[src/rtl/clock_display_scan.sv]
// Multiplexed 4-digit 7-segment scanner for an alarm clock.
// Inputs are captured once per frame; the alarm LED makes the whole display blink.
module clock_display_scan #(
  parameter int SCAN_DIV  = 4,
  parameter int BLINK_DIV = 256
) (
  input  logic       clk,
  input  logic       rst,
  input  logic [3:0] cnt3,
  input  logic [3:0] cnt2,
  input  logic [3:0] cnt1,
  input  logic [3:0] cnt0,
  input  logic       led_on,
  output logic [3:0] an,
  output logic [6:0] seg,
  output logic       dp,
  output logic       frame_tick
);

  localparam int PW = (SCAN_DIV > 1) ? $clog2(SCAN_DIV) : 1;
  localparam int BW = (BLINK_DIV > 1) ? $clog2(BLINK_DIV) : 1;
  localparam logic [PW-1:0] PRE_MAX   = PW'(SCAN_DIV - 1);
  localparam logic [BW-1:0] BLINK_MAX = BW'(BLINK_DIV - 1);

  function automatic logic [6:0] seg_decode(input logic [3:0] v);
    case (v)
      4'd0:    seg_decode = 7'b1000000;
      4'd1:    seg_decode = 7'b1111001;
      4'd2:    seg_decode = 7'b0100100;
      4'd3:    seg_decode = 7'b0110000;
      4'd4:    seg_decode = 7'b0011001;
      4'd5:    seg_decode = 7'b0010010;
      4'd6:    seg_decode = 7'b0000010;
      4'd7:    seg_decode = 7'b1111000;
      4'd8:    seg_decode = 7'b0000000;
      4'd9:    seg_decode = 7'b0010000;
      default: seg_decode = 7'b0111111;
    endcase
  endfunction

  logic [PW-1:0]      pre_q, pre_d;
  logic [1:0]         idx_q, idx_d;
  logic [3:0][3:0]    sh_q, sh_d;
  logic               sh_led_q, sh_led_d;
  logic [BW-1:0]      blink_cnt_q, blink_cnt_d;
  logic               visible_q, visible_d;
  logic [3:0]         an_q, an_d;
  logic [6:0]         seg_q, seg_d;
  logic               dp_q, dp_d;
  logic               frame_tick_q, frame_tick_d;
  logic               pre_wrap_s;
  logic               frame_wrap_s;
  logic [3:0]         digit_s;

  // Next-state for scan counters, shadow capture, blink phase and output decode.
  always_comb begin
    pre_wrap_s   = (pre_q == PRE_MAX);
    frame_wrap_s = pre_wrap_s && (idx_q == 2'd3);

    if (pre_wrap_s) begin
      pre_d = '0;
      idx_d = idx_q + 2'd1;
    end else begin
      pre_d = pre_q + PW'(1);
      idx_d = idx_q;
    end

    if (frame_wrap_s) begin
      sh_d     = {cnt3, cnt2, cnt1, cnt0};
      sh_led_d = led_on;
    end else begin
      sh_d     = sh_q;
      sh_led_d = sh_led_q;
    end

    // A fresh alarm match restarts the blink with a full visible half-period.
    if (!sh_led_d || !sh_led_q) begin
      blink_cnt_d = '0;
      visible_d   = 1'b1;
    end else if (blink_cnt_q == BLINK_MAX) begin
      blink_cnt_d = '0;
      visible_d   = ~visible_q;
    end else begin
      blink_cnt_d = blink_cnt_q + BW'(1);
      visible_d   = visible_q;
    end

    digit_s      = sh_d[idx_d];
    frame_tick_d = frame_wrap_s;

    if (!visible_d) begin
      an_d  = 4'b1111;
      seg_d = 7'b1111111;
      dp_d  = 1'b1;
    end else begin
      an_d = ~(4'b0001 << idx_d);
      if ((idx_d == 2'd3) && (digit_s == 4'd0)) begin
        seg_d = 7'b1111111;
      end else begin
        seg_d = seg_decode(digit_s);
      end
      if (idx_d == 2'd2) begin
        dp_d = 1'b0;
      end else begin
        dp_d = 1'b1;
      end
    end
  end

  // State and registered outputs; reset parks at the frame-wrap point.
  always_ff @(posedge clk) begin
    if (rst) begin
      pre_q        <= PRE_MAX;
      idx_q        <= 2'd3;
      sh_q         <= '0;
      sh_led_q     <= 1'b0;
      blink_cnt_q  <= '0;
      visible_q    <= 1'b1;
      an_q         <= 4'b1111;
      seg_q        <= 7'b1111111;
      dp_q         <= 1'b1;
      frame_tick_q <= 1'b0;
    end else begin
      pre_q        <= pre_d;
      idx_q        <= idx_d;
      sh_q         <= sh_d;
      sh_led_q     <= sh_led_d;
      blink_cnt_q  <= blink_cnt_d;
      visible_q    <= visible_d;
      an_q         <= an_d;
      seg_q        <= seg_d;
      dp_q         <= dp_d;
      frame_tick_q <= frame_tick_d;
    end
  end

  assign an         = an_q;
  assign seg        = seg_q;
  assign dp         = dp_q;
  assign frame_tick = frame_tick_q;

endmodule

[config.mk]
export PLATFORM = sky130hd
export DESIGN_NAME = clock_display_scan
export DESIGN_NICKNAME = d
export VERILOG_FILES = /design/src/rtl/clock_display_scan.sv
export SDC_FILE = /design/constraint.sdc
export NUM_CORES = 1
export LEC_CHECK = 0
export ABC_AREA = 1
export BUFFER_PORTS_ARGS = -buffer_cell sky130_fd_sc_hd__buf_2
export CAP_MARGIN = 20
export CORE_MARGIN = 4
export CORE_UTILIZATION = 35
export CTS_CLUSTER_DIAMETER = 80
export DETAILED_ROUTE_END_ITERATION = 10
export GPL_ROUTABILITY_DRIVEN = 0
export HOLD_SLACK_MARGIN = 0.12
export PLACE_DENSITY = 0.54
export SYNTH_ARGS = -nofsm -noshare
export SYNTH_HDL_FRONTEND = slang
export SYNTH_SLANG_ARGS = --single-unit
[constraint.sdc]
create_clock -name clk -period 4.8 [get_ports clk]
set_input_delay 0.48 -clock clk [delete_from_list [all_inputs] [get_ports clk]]
set_output_delay 0.48 -clock clk [all_outputs]
set_load 0.03 [all_outputs]
Word-level counts from Yosys, hierarchy flattened

Memory sizes are Yosys's and may differ from the RTL's. A register that Yosys moved wholly into a read port is not among the register bits.
Cells that the tools add are included.

Bitwise gates (word level): 3
Shift-type cells: 1
$add $sub $neg: 3
Mux-type cells: 9
Equal/unequal tests: 5
Magnitude comparators: 1
Reductions and logical operators: 9

Operator list:

| operator                                                                     | number |
|---|---|
| 16-bit two-way mux                                                           | 1 |
| 8-bit by 1-bit adder with 8-bit output, second input constant                | 1 |
| 4-bit binary-select mux with 2-bit select                                    | 1 |
| 2-bit equality test, second input constant                                   | 4 |
| 8-bit equality test, second input constant                                   | 1 |
| 3-bit OR reduction                                                           | 2 |
| 2-bit by 1-bit adder with 2-bit output, second input constant                | 2 |
| 4-bit logical NOT                                                            | 1 |
| 1-bit two-way mux                                                            | 4 |
| 2-bit two-way mux                                                            | 2 |
| 4-bit two-way mux                                                            | 1 |
| 4-bit inverter                                                               | 1 |
| 1-bit by 2-bit << shifter with 4-bit output, first input constant            | 1 |
| 2-bit by 3-bit less-than comparator with 1-bit output, second input constant | 1 |
| 1-bit logical AND                                                            | 2 |
| 1-bit logical NOT                                                            | 2 |
| 1-bit inverter                                                               | 2 |
| 2-bit OR reduction                                                           | 1 |
| 1-bit logical OR                                                             | 1 |

Input bits: 19
Bits in read-only memories: 112
Word-level logic and storage cells: 44
Memories: 1
Output and inout bits: 13
Register bits after elaboration: 36

Memories:

| memory          | words | width | read ports | clocked after Yosys merged registers in | wr ports | RTL line | text |
|---|---|---|---|---|---|---|---|
| (no name shown) | 16    | 7     | 1          | 1                                       | 0        | 26       | `case (v)` |

Logic depth before layout (Yosys ltp)

Gate-level depths: netlist of the first run.

Depth after elaboration: 8
Gate-level depth with buffers: 19
Mapped depth without buffers: 16

Worst setup path before layout of the first run

Ideal clock, no wire load.

Path type: reg-to-reg
From: register idx_q[0]
To: register seg_q[4], in the netlist seg[4]
Clock period less this slack: 2.163 ns
Setup time: 0.058 ns
Arrival: 2.105 ns
Path buffers: 2
Required time: 4.742 ns
Cell stages (with the launch flop): 17
Path slack: 2.637 ns
Cells stage by stage: dfxtp_1 > ha_1 > nand2_2 > buf_6 > buf_6 > o21ai_1 > nand2_1 > nand3_1 > nand2_1 > inv_1 > ha_1 > inv_1 > nor3_1 > nand3_2 > nand2_1 > inv_1 > nand2_1

Longest elaborated chain between the ends: 8
Elaborated cells between the ends (all ways): 16
Those cells by class: add/sub (1); eq/ne (2); mux (6); bitwise (1); reduce/logical (6)

RTL lines:

| what                                                                           | RTL line | text |
|---|---|---|
| start: declaration                                                             | 42       | `logic [1:0] idx_q, idx_d;` |
| start signal: assignment                                                       | 125      | `idx_q <= idx_d;` |
| branches (longest 8 deep; another with 2-bit by 1-bit adder with 2-bit output) | n/a      |  |
| end: declaration                                                               | 48       | `logic [6:0] seg_q, seg_d;` |

Several ways; the timed one is not identified. The select of a mux whose other input is x is not followed.
A chain may end at the register's enable or synchronous reset.

Final worst setup path of the first run

From: register pre_q[0]
To: register seg_q[4], in the netlist seg[4]

Longest elaborated chain between the ends: 8
Elaborated cells between the ends (all ways): 15
Those cells by class: eq/ne (2); mux (6); bitwise (1); reduce/logical (6)

RTL lines:

| what                                                                                  | RTL line | text |
|---|---|---|
| start: declaration                                                                    | 41       | `logic [PW-1:0] pre_q, pre_d;` |
| start signal: assignment                                                              | 124      | `pre_q <= pre_d;` |
| 2-bit equality test (*)                                                               | 57       | `pre_wrap_s = (pre_q == PRE_MAX);` |
| 1-bit logical AND                                                                     | 58       | `frame_wrap_s = pre_wrap_s && (idx_q == 2'd3);` |
| 16-bit two-way mux / 1-bit two-way mux (equally long branches)                        | 68       | `if (frame_wrap_s) begin` |
| 4-bit binary-select mux with 2-bit select / 1-bit logical NOT (equally long branches) | 88, 77   |  |
| 4-bit two-way mux (implied by the code) / 1-bit logical OR (equally long branches)    | 88, 77   |  |
| 4-bit logical NOT / 1-bit two-way mux (equally long branches)                         | 97, 77   |  |
| 1-bit logical AND / 1-bit inverter (equally long branches)                            | n/a      |  |
| 3-bit OR reduction (no line)                                                          | n/a      |  |

Every way passes the cells marked *; elsewhere a longest branch is shown, timed or not. The select of a mux whose other input is x is not followed.

==> summary.txt, run 1 <==
Run status
  – Outcome: completed

Worst setup path
  – Setup crit end kind: flip-flop
  – Crit Path Max Fanout: 21
  – Delay of the slowest cell on the worst path: 0.53 ns
  – Data arrival time of the worst path: 2.96 ns
  – Cell type with the highest occurrence count on the critical path: sky130_fd_sc_hd__nand2_1
  – Crit-path cells: ha_1, nand2_2, nand2_1, nand2_1, nand2_1, nand2_1, nand2_1, nand2_1, inv_1, ha_1, inv_1, nor3_1, nand3_2, nand2_1, inv_1, nand2_1
  – Start of the worst register-to-register path: pre_q[0]
  – Cell depth of the worst flop-to-flop path: 16
  – Kind of start point of the critical path: flip-flop
  – Worst Path Required: 5.04 ns
  – R2r endpoint: seg[4]
  – Crit-path slowest cell: sky130_fd_sc_hd__ha_1
  – Register-to-register setup slack: 2.08 ns
  – First element of the critical path: pre_q[0]
  – Worst setup path category: flip-flop to flip-flop

Drt
  – DR DRC count: 0
  – Sum of met2 wire segment lengths after detailed routing: 1.98 mm
  – Post-Route WL: 4.20 mm
  – Routed length on met3: 223 µm
  – Met1 WL: 1.93 mm
  – Final ANT Viol Nets: 0
  – Total via count in the routed design: 1662
  – Avg WL per Cell: 11.5 µm
  – Iteration count of the initial detailed-routing pass: 4
  – 1st-iter DRT viols: 138
  – Post-DR vias/cell: 4.54
  – Highest metal layer with signal wires: met4

STA
  – Count of endpoints failing setup in the final report: 0
  – Final total negative setup slack: 0 ns
  – RSZ-0062 raised after global routing: no
  – Clock period minus worst slack: 2.72 ns
  – Period utilisation layout: 0.566
  – Highest achievable clock rate: 368 MHz
  – Slew Limit Headroom: 0.621
  – Final Hold Violating Endpoints: 0
  – Worst-Margin Slew: 0.568 ns
  – Number of max-slew violations in the final report: 0
  – Skew final: 0.00394 ns

Die
  – Number of top-level pins: 32
  – Area of the placeable core: 5270 µm²
  – Initial Utilization: 0.371
  – Die Width: 82.7 µm
  – Die area: 6840 µm²
  – Vertical die dimension: 82.7 µm
  – Number of core rows: 26

Layout
  – Area growth from synthesis to layout: 14.5%
  – Number of antenna repair diodes: 0
  – Share of layout cells above drive strength 1: 0.182
  – Multi-input combinational cell area: 950 µm²
  – Fin nets: 324
  – Final instance area: 2240 µm²
  – Core occupancy in the finished layout: 0.425
  – Fill cell count: 568
  – Sequential cell area: 841 µm²

Clock network
  – Number of buffers on the longest clock path: 2
  – Total setup buffers inserted after CTS: 0
  – Sink Count: 42
  – Clock Pin Slew Worst Setup and Hold Paths: 0.08 ns
  – Number of buffers created by CTS: 5
  – TritonCTS clock tree: built
  – Quantity of hold-fixing buffers added after cts: 0
  – Root cell of the clock tree: sky130_fd_sc_hd__clkbuf_8
  – Clock Latency Late Sink: 0.29 ns
  – Max H-tree Level: 2
  – PostCTS Resize Cnt: 0

Synth
  – Top cells by area, synth: sky130_fd_sc_hd__dfxtp_1 43%, sky130_fd_sc_hd__nand2_1 16%, sky130_fd_sc_hd__nand3_1 9.0%
  – Total standard cell area after synthesis: 1950 µm²
  – Mapped Nets: 294
  – Most area-hungry cell type in the Yosys netlist: sky130_fd_sc_hd__dfxtp_1
  – Gate Count Post-Synth: 265
  – Part of the Yosys area used for sequential elements: 0.430
  – Mean area per synthesized cell: 7.37 µm²
  – Dominant synthesized flop cell: sky130_fd_sc_hd__dfxtp_1
  – Commonest cells in the netlist: 83 x sky130_fd_sc_hd__nand2_1, 42 x sky130_fd_sc_hd__dfxtp_1, 35 x sky130_fd_sc_hd__nand3_1
  – Count leader, synth: sky130_fd_sc_hd__nand2_1
  – Fraction of registers with async set or reset after synthesis: 0
  – Count of state elements after synthesis: 42
  – Number of distinct standard cells referenced by the synthesized netlist: 28
  – Top-area cell type share of the netlist area: 0.430
  – Number of enable flip-flop cells after synthesis: 0
  – Count of yosys warnings during synthesis: 0

Global route
  – Wire length of the first global-routing pass: 7.02 mm
  – All-Layer GR Usage: 0.138
  – Remaining Overflow, GRT: 0
  – Initial antenna violation count: 0
  – Via count of the first global-routing pass: 1593
  – Largest net degree at the start of global routing: 22

Placement
  – Post-detailed-placement half-perimeter wirelength: 3.11 mm
  – Post-Place Cell Area: 2140 µm²
  – Port-buffer cells: 31

Hold path
  – Worst Min Path Start: blink_cnt_q[0]
  – Hold path cells: 1
  – Worst Hold Path EP: blink_cnt_q[0]
  – HP Class: flip-flop to flip-flop

Run
  – Maximum capacitance violations: 0

Pwr
  – Overall power of the completed layout: 1090 µW
  – Worst-case vdd ir drop: 0.191 mV
  – P_leak: 0.00109 µW
  – Areal power density over the cells: 488 nW/µm²
-- registers in the layout (all words and copies together), names as in the netlist --
name         count
sh_q            16
blink_cnt_q      8
seg              7
an               4
idx_q            2
pre_q            2
frame_tick       1
sh_led_q         1
visible_q        1
-- cell usage in the layout (no fill, tap or decap) --
master	Yosys	final
sky130_fd_sc_hd__a21o_1	1	1
sky130_fd_sc_hd__nand3b_1	1	1
sky130_fd_sc_hd__nand4_1	6	6
sky130_fd_sc_hd__nor3_1	3	3
sky130_fd_sc_hd__nand3_1	35	35
sky130_fd_sc_hd__inv_2	4	4
sky130_fd_sc_hd__nand3_2	3	3
sky130_fd_sc_hd__nor2_2	1	1
sky130_fd_sc_hd__ha_1	10	10
sky130_fd_sc_hd__o21ai_2	2	2
sky130_fd_sc_hd__or2_2	1	1
sky130_fd_sc_hd__clkbuf_8	0	6
sky130_fd_sc_hd__and3_1	1	1
sky130_fd_sc_hd__a21oi_4	1	1
sky130_fd_sc_hd__clkinv_2	0	1
sky130_fd_sc_hd__nor3b_1	1	1
sky130_fd_sc_hd__dfxtp_1	42	42
sky130_fd_sc_hd__o21ai_0	4	4
sky130_fd_sc_hd__inv_1	25	25
sky130_fd_sc_hd__nand2_1	83	83
sky130_fd_sc_hd__buf_2	2	31
sky130_fd_sc_hd__nor2_1	10	10
sky130_fd_sc_hd__clkinvlp_4	0	1
sky130_fd_sc_hd__nand2_2	3	3
sky130_fd_sc_hd__o21ai_1	1	1
sky130_fd_sc_hd__a21oi_1	18	18
sky130_fd_sc_hd__xnor2_1	1	1
-- logic make-up (layout without fill, tap and decap cells) --
| logic type | count (synthesis) | count (layout) | synth area share |
|---|---|---|---|
| XOR/XNOR | 1 | 1 | 0.00448 |
| buffers and inverters | 37 | 68 | 0.0839 |
| AND/OR/NAND/NOR | 148 | 148 | 0.337 |
| AO/OA/AOI/OAI | 27 | 27 | 0.0800 |
| flip-flops | 42 | 42 | 0.430 |
| adder cells (fa/ha/maj) | 10 | 10 | 0.0640 |
-- power breakdown --
part | switching (µW) | leakage, µW | internal [µW]
registers | 16.3 | 0.000345 | 405
clock network | 121 | 0.0000472 | 116
logic | 305 | 0.000701 | 130
total | 442 | 0.00109 | 650
-- layer usage --
| layer | GRT usage | vias up |
|---|---|---|
| li1 | - | 914 |
| met1 | 0.162 | 717 |
| met2 | 0.232 | 27 |
| met3 | 0.0456 | 4 |
| met4 | 0.0507 | 0 |
| met5 | 0 | - |
-- worst max path at each step --
stage / end / slack, ns
2_1_floorplan: seg[4] / 2.64
3_3_place_gp: seg[4] / 2.12
3_5_place_dp: seg[4] / 2.09
4_1_cts: seg[4] / 2.07
5_1_grt: seg[6] / 1.72
6_report: seg[4] / 2.08
-- cell type report --
class                           instances  share of cell area
Inverter                               29              0.0487
Timing Repair Buffer                   31              0.0694
Sequential cell                        42               0.376
Tap cell                               70              0.0391
Clock inverter                          2             0.00559
Multi-Input combinational cell        186               0.424
Clock buffer                            6              0.0369
-- worst max-delay path, delay by kind of cell, from the launching register on --
| family | cells | cell delay (ns) |
|---|---|---|
| simple gates | 11 | 1.41 |
| fa+ha+maj | 2 | 0.67 |
| buf+inv | 3 | 0.22 |
| flops | 1 | 0.35 |
-- per-stage QoR --
step	worst slack, ns	hold WS, ns	instances
3_5_place_dp	2.09	0.455	358
4_1_cts	2.07	0.463	366
6_report	2.08	0.465	366
2_1_floorplan	2.64	0.430	265
3_3_place_gp	2.12	0.455	358
5_1_grt	1.72	0.464	366
Note: power is estimated with default switching activity, not from simulation.
==> inputs of run 2 (changes only) <==
- clock period: 4.8 -> 2.7 ns (I/O delays scaled with it)
==> run 2 against run 1 <==
  * Cell count increased by 0.82%
  * Die area unchanged
  * Critical path depth is 3 lower
  * Maximum frequency grew 11%
  * Register-to-register slack worse by 1.8 ns
  * Core utilization rose by 0.36 points
  * Sequential share of layout area shrank 0.31 points
  * Critical path type unchanged
  * Critical endpoint unchanged
==> summary.txt, run 2 (synthesis gave the netlist of run 1 again) <==
Worst setup path
  – Worst Path Required: 2.94 ns
  – Delay-heaviest family, CP: simple AND/OR/NAND/NOR gates
  – Kind of start point of the critical path: flip-flop
  – Worst setup path category: flip-flop to flip-flop
  – Critical path endpoint: seg[4]
  – Crit-path slowest cell: sky130_fd_sc_hd__o21ai_2
  – Number of logic stages on the critical path including buffering: 13
  – Setup crit end kind: flip-flop
  – Delay of the slowest cell on the worst path: 0.43 ns
  – Cell depth of the worst flop-to-flop path: 13
  – Crit Path Max Fanout: 8
  – Register-to-register setup slack: 0.26 ns
  – Worst path bufs/invs: 4
  – R2r endpoint: seg[4]
  – Crit-path cells: ha_1, o21ai_2, inv_2, nand3_1, nand2_1, inv_1, ha_1, inv_1, nor3_1, nand3_2, nand2_1, inv_1, nand2_1
  – Start of the worst register-to-register path: pre_q[0]
  – First element of the critical path: pre_q[0]
  – Data arrival time of the worst path: 2.68 ns

Clock network
  – Sink Count: 42
  – TritonCTS clock tree: built
  – Root cell of the clock tree: sky130_fd_sc_hd__clkbuf_8
  – Max H-tree Level: 2
  – Number of buffers created by CTS: 5
  – Quantity of hold-fixing buffers added after cts: 0
  – Clock Pin Slew Worst Setup and Hold Paths: 0.08 ns
  – Total setup buffers inserted after CTS: 0
  – Number of buffers on the longest clock path: 2
  – Clock Latency Late Sink: 0.30 ns

Die
  – Number of top-level pins: 32
  – Die Width: 82.7 µm
  – Vertical die dimension: 82.7 µm
  – Initial Utilization: 0.371
  – Number of core rows: 26
  – Area of the placeable core: 5270 µm²
  – Die area: 6840 µm²

STA
  – Slew Limit Headroom: 0.692
  – Number of max-slew violations in the final report: 0
  – Skew final: 0.00722 ns
  – RSZ-0062 raised after global routing: no
  – Clock period minus worst slack: 2.44 ns
  – Final Hold Violating Endpoints: 0
  – Period utilisation layout: 0.904
  – Count of endpoints failing setup in the final report: 0
  – Worst-Margin Slew: 0.462 ns
  – Final total negative setup slack: 0 ns
  – Highest achievable clock rate: 410 MHz

Global route
  – Initial antenna violation count: 0
  – Remaining Overflow, GRT: 0
  – Largest net degree at the start of global routing: 22
  – All-Layer GR Usage: 0.139
  – Via count of the first global-routing pass: 1624
  – Wire length of the first global-routing pass: 7.22 mm

Drt
  – Total via count in the routed design: 1717
  – Post-Route WL: 4.30 mm
  – Avg WL per Cell: 11.6 µm
  – DR DRC count: 0
  – 1st-iter DRT viols: 101
  – Iteration count of the initial detailed-routing pass: 4
  – Post-DR vias/cell: 4.65
  – Final ANT Viol Nets: 0

Pwr
  – Areal power density over the cells: 855 nW/µm²
  – P_leak: 0.00111 µW
  – Worst-case vdd ir drop: 0.372 mV

Layout
  – Area growth from synthesis to layout: 15.4%
  – Final instance area: 2260 µm²
  – Most flops, register: sh_q
  – Leading cell types in the layout, fill and taps excluded: 83 x sky130_fd_sc_hd__nand2_1, 42 x sky130_fd_sc_hd__dfxtp_1, 35 x sky130_fd_sc_hd__nand3_1, 31 x sky130_fd_sc_hd__buf_2, 25 x sky130_fd_sc_hd__inv_1
  – Share of layout cells above drive strength 1: 0.187
  – Number of antenna repair diodes: 0
  – Fin nets: 327
  – Max FFs per register: 16
  – Core occupancy in the finished layout: 0.428
  – Leading cell type in the layout, fill and taps excluded: sky130_fd_sc_hd__nand2_1

Placement
  – Post-Place Cell Area: 2160 µm²
  – Post-detailed-placement half-perimeter wirelength: 3.23 mm
  – Port-buffer cells: 31

Run status
  – Outcome: completed

Hold path
  – HP Class: input port to flip-flop

Run
  – Maximum capacitance violations: 0
[run 2: final cells by class]
type                            instances  area, µm²
Fill cell                             582       3010
Multi-Input combinational cell        186        955
Sequential cell                        42        841
Timing Repair Buffer                   34        178
Inverter                               29        109
Tap cell                               70       87.6
Clock buffer                            6       72.6
Clock inverter                          2       13.8
[run 2: tightest hold or removal path, stage by stage]
cell and delay (ns):
sky130_fd_sc_hd__buf_2 0.09, sky130_fd_sc_hd__o21ai_1 0.07, sky130_fd_sc_hd__nor2_1 0.08
[run 2: repair_timing]
action | 4_1_cts | 5_1_grt
endpoints found under the hold margin | 0 | 0
endpoints found under the setup margin | 0 | 2
gates resized for setup | 0 | 1
[run 2: routing by layer]
metal / GRT usage / wire [µm] / up-vias
met3: 0.0315 / 174 / 7
met5: 0 / 0 / -
met2: 0.235 / 2060 / 25
met4: 0.0539 / 77 / 0
li1: - / - / 918
met1: 0.171 / 1990 / 767
[run 2: worst min path at each step]
stage	from	endpoint	cells past startpoint
after floorplan	rst	visible_q	2
after global placement	blink_cnt_q[0]	blink_cnt_q[0]	1
after detailed placement	blink_cnt_q[0]	blink_cnt_q[0]	1
after CTS	cnt0[0]	sh_q[0]	3
after global routing	cnt2[3]	sh_q[11]	3
final	cnt0[0]	sh_q[0]	3
[run 2: power breakdown]
part           internal [µW]  total [µW]  leakage, µW  switching, µW
combinational            242         784     0.000720            543
clock                    182         395    0.0000452            213
sequential               720         750     0.000345           30.2
[run 2: through the flow]
stage | setup WS (ns) | total power [µW] | hold slack (ns) | instances
2_1_floorplan | 0.537 | 1360 | 0.415 | 265
4_1_cts | 0.247 | 1950 | 0.237 | 369
6_report | 0.260 | 1930 | 0.239 | 369
3_3_place_gp | 0.350 | 1550 | 0.452 | 361
5_1_grt | 0.0220 | 2090 | 0.259 | 369
3_5_place_dp | 0.268 | 1550 | 0.458 | 361
==> inputs of run 3 (changes only) <==
- ABC_AREA: 1 -> not set
- CORE_ASPECT_RATIO: not set -> 0.8
- PLACE_DENSITY: 0.54 -> 0.53
==> run 3 against run 2 <==
  * Area after synthesis up 9.5%
  * Clock skew fell by 0.0040 ns
  * Sequential power is 2% higher
  * Die area is 8.7% higher
  * Critical path depth decreased by 2
  * Highest routed layer unchanged
==> summary.txt, run 3 <==
Layout
  – Max FFs per register: 16
  – Fin nets: 295
  – Leading cell types in the layout, fill and taps excluded: 42 x sky130_fd_sc_hd__dfxtp_1, 36 x sky130_fd_sc_hd__nand2_1, 31 x sky130_fd_sc_hd__buf_2, 20 x sky130_fd_sc_hd__a21oi_1, 17 x sky130_fd_sc_hd__nor2_1
  – Leading cell type in the layout, fill and taps excluded: sky130_fd_sc_hd__dfxtp_1
  – Most flops, register: sh_q
  – Fill cell count: 595
  – Share of layout cells above drive strength 1: 0.259
  – Number of antenna repair diodes: 0
  – Area growth from synthesis to layout: 17.7%

Pwr
  – Share of power burned in combinational logic: 0.496
  – Power spent charging and discharging nets: 904 µW
  – Internal power component: 1370 µW
  – Part of the total power dissipated in sequential elements: 0.337
  – Worst-case vdd ir drop: 0.274 mV
  – Share of total power in the clock network: 0.167
  – P_leak: 0.00104 µW
  – Switching share of total power: 0.398
  – Areal power density over the cells: 903 nW/µm²

Drt
  – Final ANT Viol Nets: 0
  – 1st-iter DRT viols: 43
  – Post-DR vias/cell: 4.84
  – Avg WL per Cell: 13.1 µm
  – Total via count in the routed design: 1680
  – Iteration count of the initial detailed-routing pass: 4
  – DR DRC count: 0
  – Post-Route WL: 4.54 mm

Die
  – Initial Utilization: 0.362
  – Die area: 7440 µm²
  – Vertical die dimension: 77.9 µm
  – Number of core rows: 25
  – Number of top-level pins: 32
  – Area of the placeable core: 5910 µm²
  – Die Width: 95.4 µm

Synth
  – Top cells by area, synth: sky130_fd_sc_hd__dfxtp_1 39%, sky130_fd_sc_hd__mux2i_1 6.5%, sky130_fd_sc_hd__nand2_1 6.5%
  – Total standard cell area after synthesis: 2140 µm²
  – Number of enable flip-flop cells after synthesis: 0
  – Top-area cell type share of the netlist area: 0.393
  – Fraction of registers with async set or reset after synthesis: 0
  – Mean area per synthesized cell: 9.38 µm²
  – Number of distinct standard cells referenced by the synthesized netlist: 53
  – Most area-hungry cell type in the Yosys netlist: sky130_fd_sc_hd__dfxtp_1
  – Count of state elements after synthesis: 42
  – Dominant synthesized flop cell: sky130_fd_sc_hd__dfxtp_1
  – Count leader, synth: sky130_fd_sc_hd__dfxtp_1
  – Count of yosys warnings during synthesis: 0
  – Part of the Yosys area used for sequential elements: 0.393
  – Mapped Nets: 257
  – Commonest cells in the netlist: 42 x sky130_fd_sc_hd__dfxtp_1, 37 x sky130_fd_sc_hd__nand2_1, 20 x sky130_fd_sc_hd__a21oi_1
  – Gate Count Post-Synth: 228

STA
  – Post-Route Hold Slack: 0.224 ns
  – Highest achievable clock rate: 397 MHz
  – Period utilisation layout: 0.934
  – Slew Limit Headroom: 0.432
  – Count of endpoints failing setup in the final report: 0
  – Clock period minus worst slack: 2.52 ns
  – Final total negative setup slack: 0 ns
  – Number of max-slew violations in the final report: 0
  – Worst-Margin Slew: 0.845 ns
  – RSZ-0062 raised after global routing: no
  – Final Hold Violating Endpoints: 0
  – Skew final: 0.00317 ns

Clock network
  – Total setup buffers inserted after CTS: 0
  – Sink Count: 42
  – TritonCTS clock tree: built
  – Number of buffers on the longest clock path: 2
  – Clock Latency Late Sink: 0.29 ns
  – Clock Pin Slew Worst Setup and Hold Paths: 0.08 ns
  – Root cell of the clock tree: sky130_fd_sc_hd__clkbuf_8
  – Number of buffers created by CTS: 5
  – Max H-tree Level: 2

Global route
  – Gr busiest metal: met1
  – Largest net degree at the start of global routing: 27
  – Met2 capacity usage during global routing: 0.187
  – Met1 track demand over resource in global routing: 0.195
  – All-Layer GR Usage: 0.134
  – Initial antenna violation count: 0
  – Via count of the first global-routing pass: 1627
  – Global-route met3 utilization: 0.0339
  – Wire length of the first global-routing pass: 7.69 mm
  – Remaining Overflow, GRT: 0

Placement
  – Port-buffer cells: 31
  – Post-detailed-placement half-perimeter wirelength: 3.49 mm

Run
  – Maximum capacitance violations: 0

Worst setup path
  – Delay of the slowest cell on the worst path: 0.59 ns
  – Critical path endpoint: seg[4]
  – Data arrival time of the worst path: 2.75 ns
  – Register-to-register setup slack: 0.18 ns
  – Crit-path slowest cell: sky130_fd_sc_hd__mux4_1
  – Worst setup path category: flip-flop to flip-flop
  – Worst Path Required: 2.93 ns
  – Crit Path Max Fanout: 5
  – R2r endpoint: seg[4]
  – Setup crit end kind: flip-flop
  – Crit-path cells: ha_1, nand2_2, mux4_1, nor2_2, a21oi_2, inv_1, ha_1, nand3_1, o31a_1, and4b_1, a21oi_2
  – First element of the critical path: pre_q[0]
  – Kind of start point of the critical path: flip-flop
  – Cell depth of the worst flop-to-flop path: 11
  – Start of the worst register-to-register path: pre_q[0]

Hold path
  – HP Class: input port to flip-flop

Run status
  – Outcome: completed
-- run 3: cell count changes in the layout (fill, tap and decap cells not counted), sizes merged, moves of 3 or more --
cell	delta
nand2	-49
nand3	-32
inv	-23
mux2i	+14
buf	+10
nor2	+7
nand4	-5
xor2	+5
a21oi	+3
a221oi	+3
mux2	+3
mux4	+3
o21ai	-3
or3	+3
-- run 3: power groups by stage --
stage | clock [µW] | combinational [µW] | sequential, µW
after detailed placement | 0 | 1110 | 781
final | 380 | 1130 | 765
after floorplan | 0 | 724 | 893
after global routing | 424 | 1250 | 778
after CTS | 400 | 1120 | 767
after global placement | 0 | 1120 | 779
-- run 3: worst min path at each step --
stage | from | to | depth (start not counted)
after floorplan | cnt3[0] | sh_q[12] | 2
after detailed placement | sh_q[12] | sh_q[12] | 2
final | cnt1[3] | sh_q[7] | 3
after global placement | blink_cnt_q[0] | blink_cnt_q[0] | 1
after CTS | cnt2[0] | sh_q[8] | 3
after global routing | cnt1[3] | sh_q[7] | 3
-- run 3: through the flow --
step / total power (µW) / cell area, µm² / utilization / instances / setup WS [ns]
floorplan: 1620 / 2140 / - / 228 / 0.00647
CTS: 2280 / 2500 / 0.423 / 347 / 0.0522
finish: 2270 / 2520 / 0.426 / 347 / 0.179
global placement: 1900 / 2420 / 0.410 / 340 / 0.144
detailed placement: 1900 / 2420 / 0.410 / 340 / 0.0767
global route: 2450 / 2520 / 0.426 / 347 / 0.0149
-- run 3: metal layers --
| layer | part of all wire | vias up |
|---|---|---|
| li1 | - | 867 |
| met1 | 0.53 | 774 |
| met5 | 0 | - |
| met3 | 0.050 | 6 |
| met4 | 0.015 | 0 |
| met2 | 0.40 | 33 |
-- run 3: repair_timing --
action | 4_1_cts | 5_1_grt
gates resized for setup | 0 | 3
hold buffers | 0 | 0
endpoints found under the setup margin | 0 | 6
-- run 3: layout make-up --
| class | count | area (µm²) | area share |
|---|---|---|---|
| timing repair buffer | 44 | 253 | 0.100 |
| sequential | 42 | 841 | 0.334 |
| inverter | 6 | 22.5 | 0.00895 |
| clock buffer | 5 | 68.8 | 0.0273 |
| multi-input combinational | 167 | 1220 | 0.485 |
| tap | 81 | 101 | 0.0403 |
| clock inverter | 2 | 10.0 | 0.00398 |
-- run 3: kinds of logic (layout without fill, tap and decap cells) --
logic type	after synthesis	count (layout)	synth area share
and+or+nand+nor	84	84	0.194
AOI/OAI and AO/OA	45	45	0.153
DFF	42	42	0.393
muxes	20	20	0.116
buffers and inverters	19	57	0.0439
adders and majority gates	10	10	0.0585
xor gates and xnor gates	8	8	0.0415
-- run 3: critical path, delay by kind of cell (launching register included) --
family,cells,cell delay [ns]
buffers and inverters,1,0.11
and+or+nand+nor,4,0.59
adders and majority gates,2,0.40
muxes,1,0.59
AOI/OAI and AO/OA,3,0.45
DFF,1,0.33
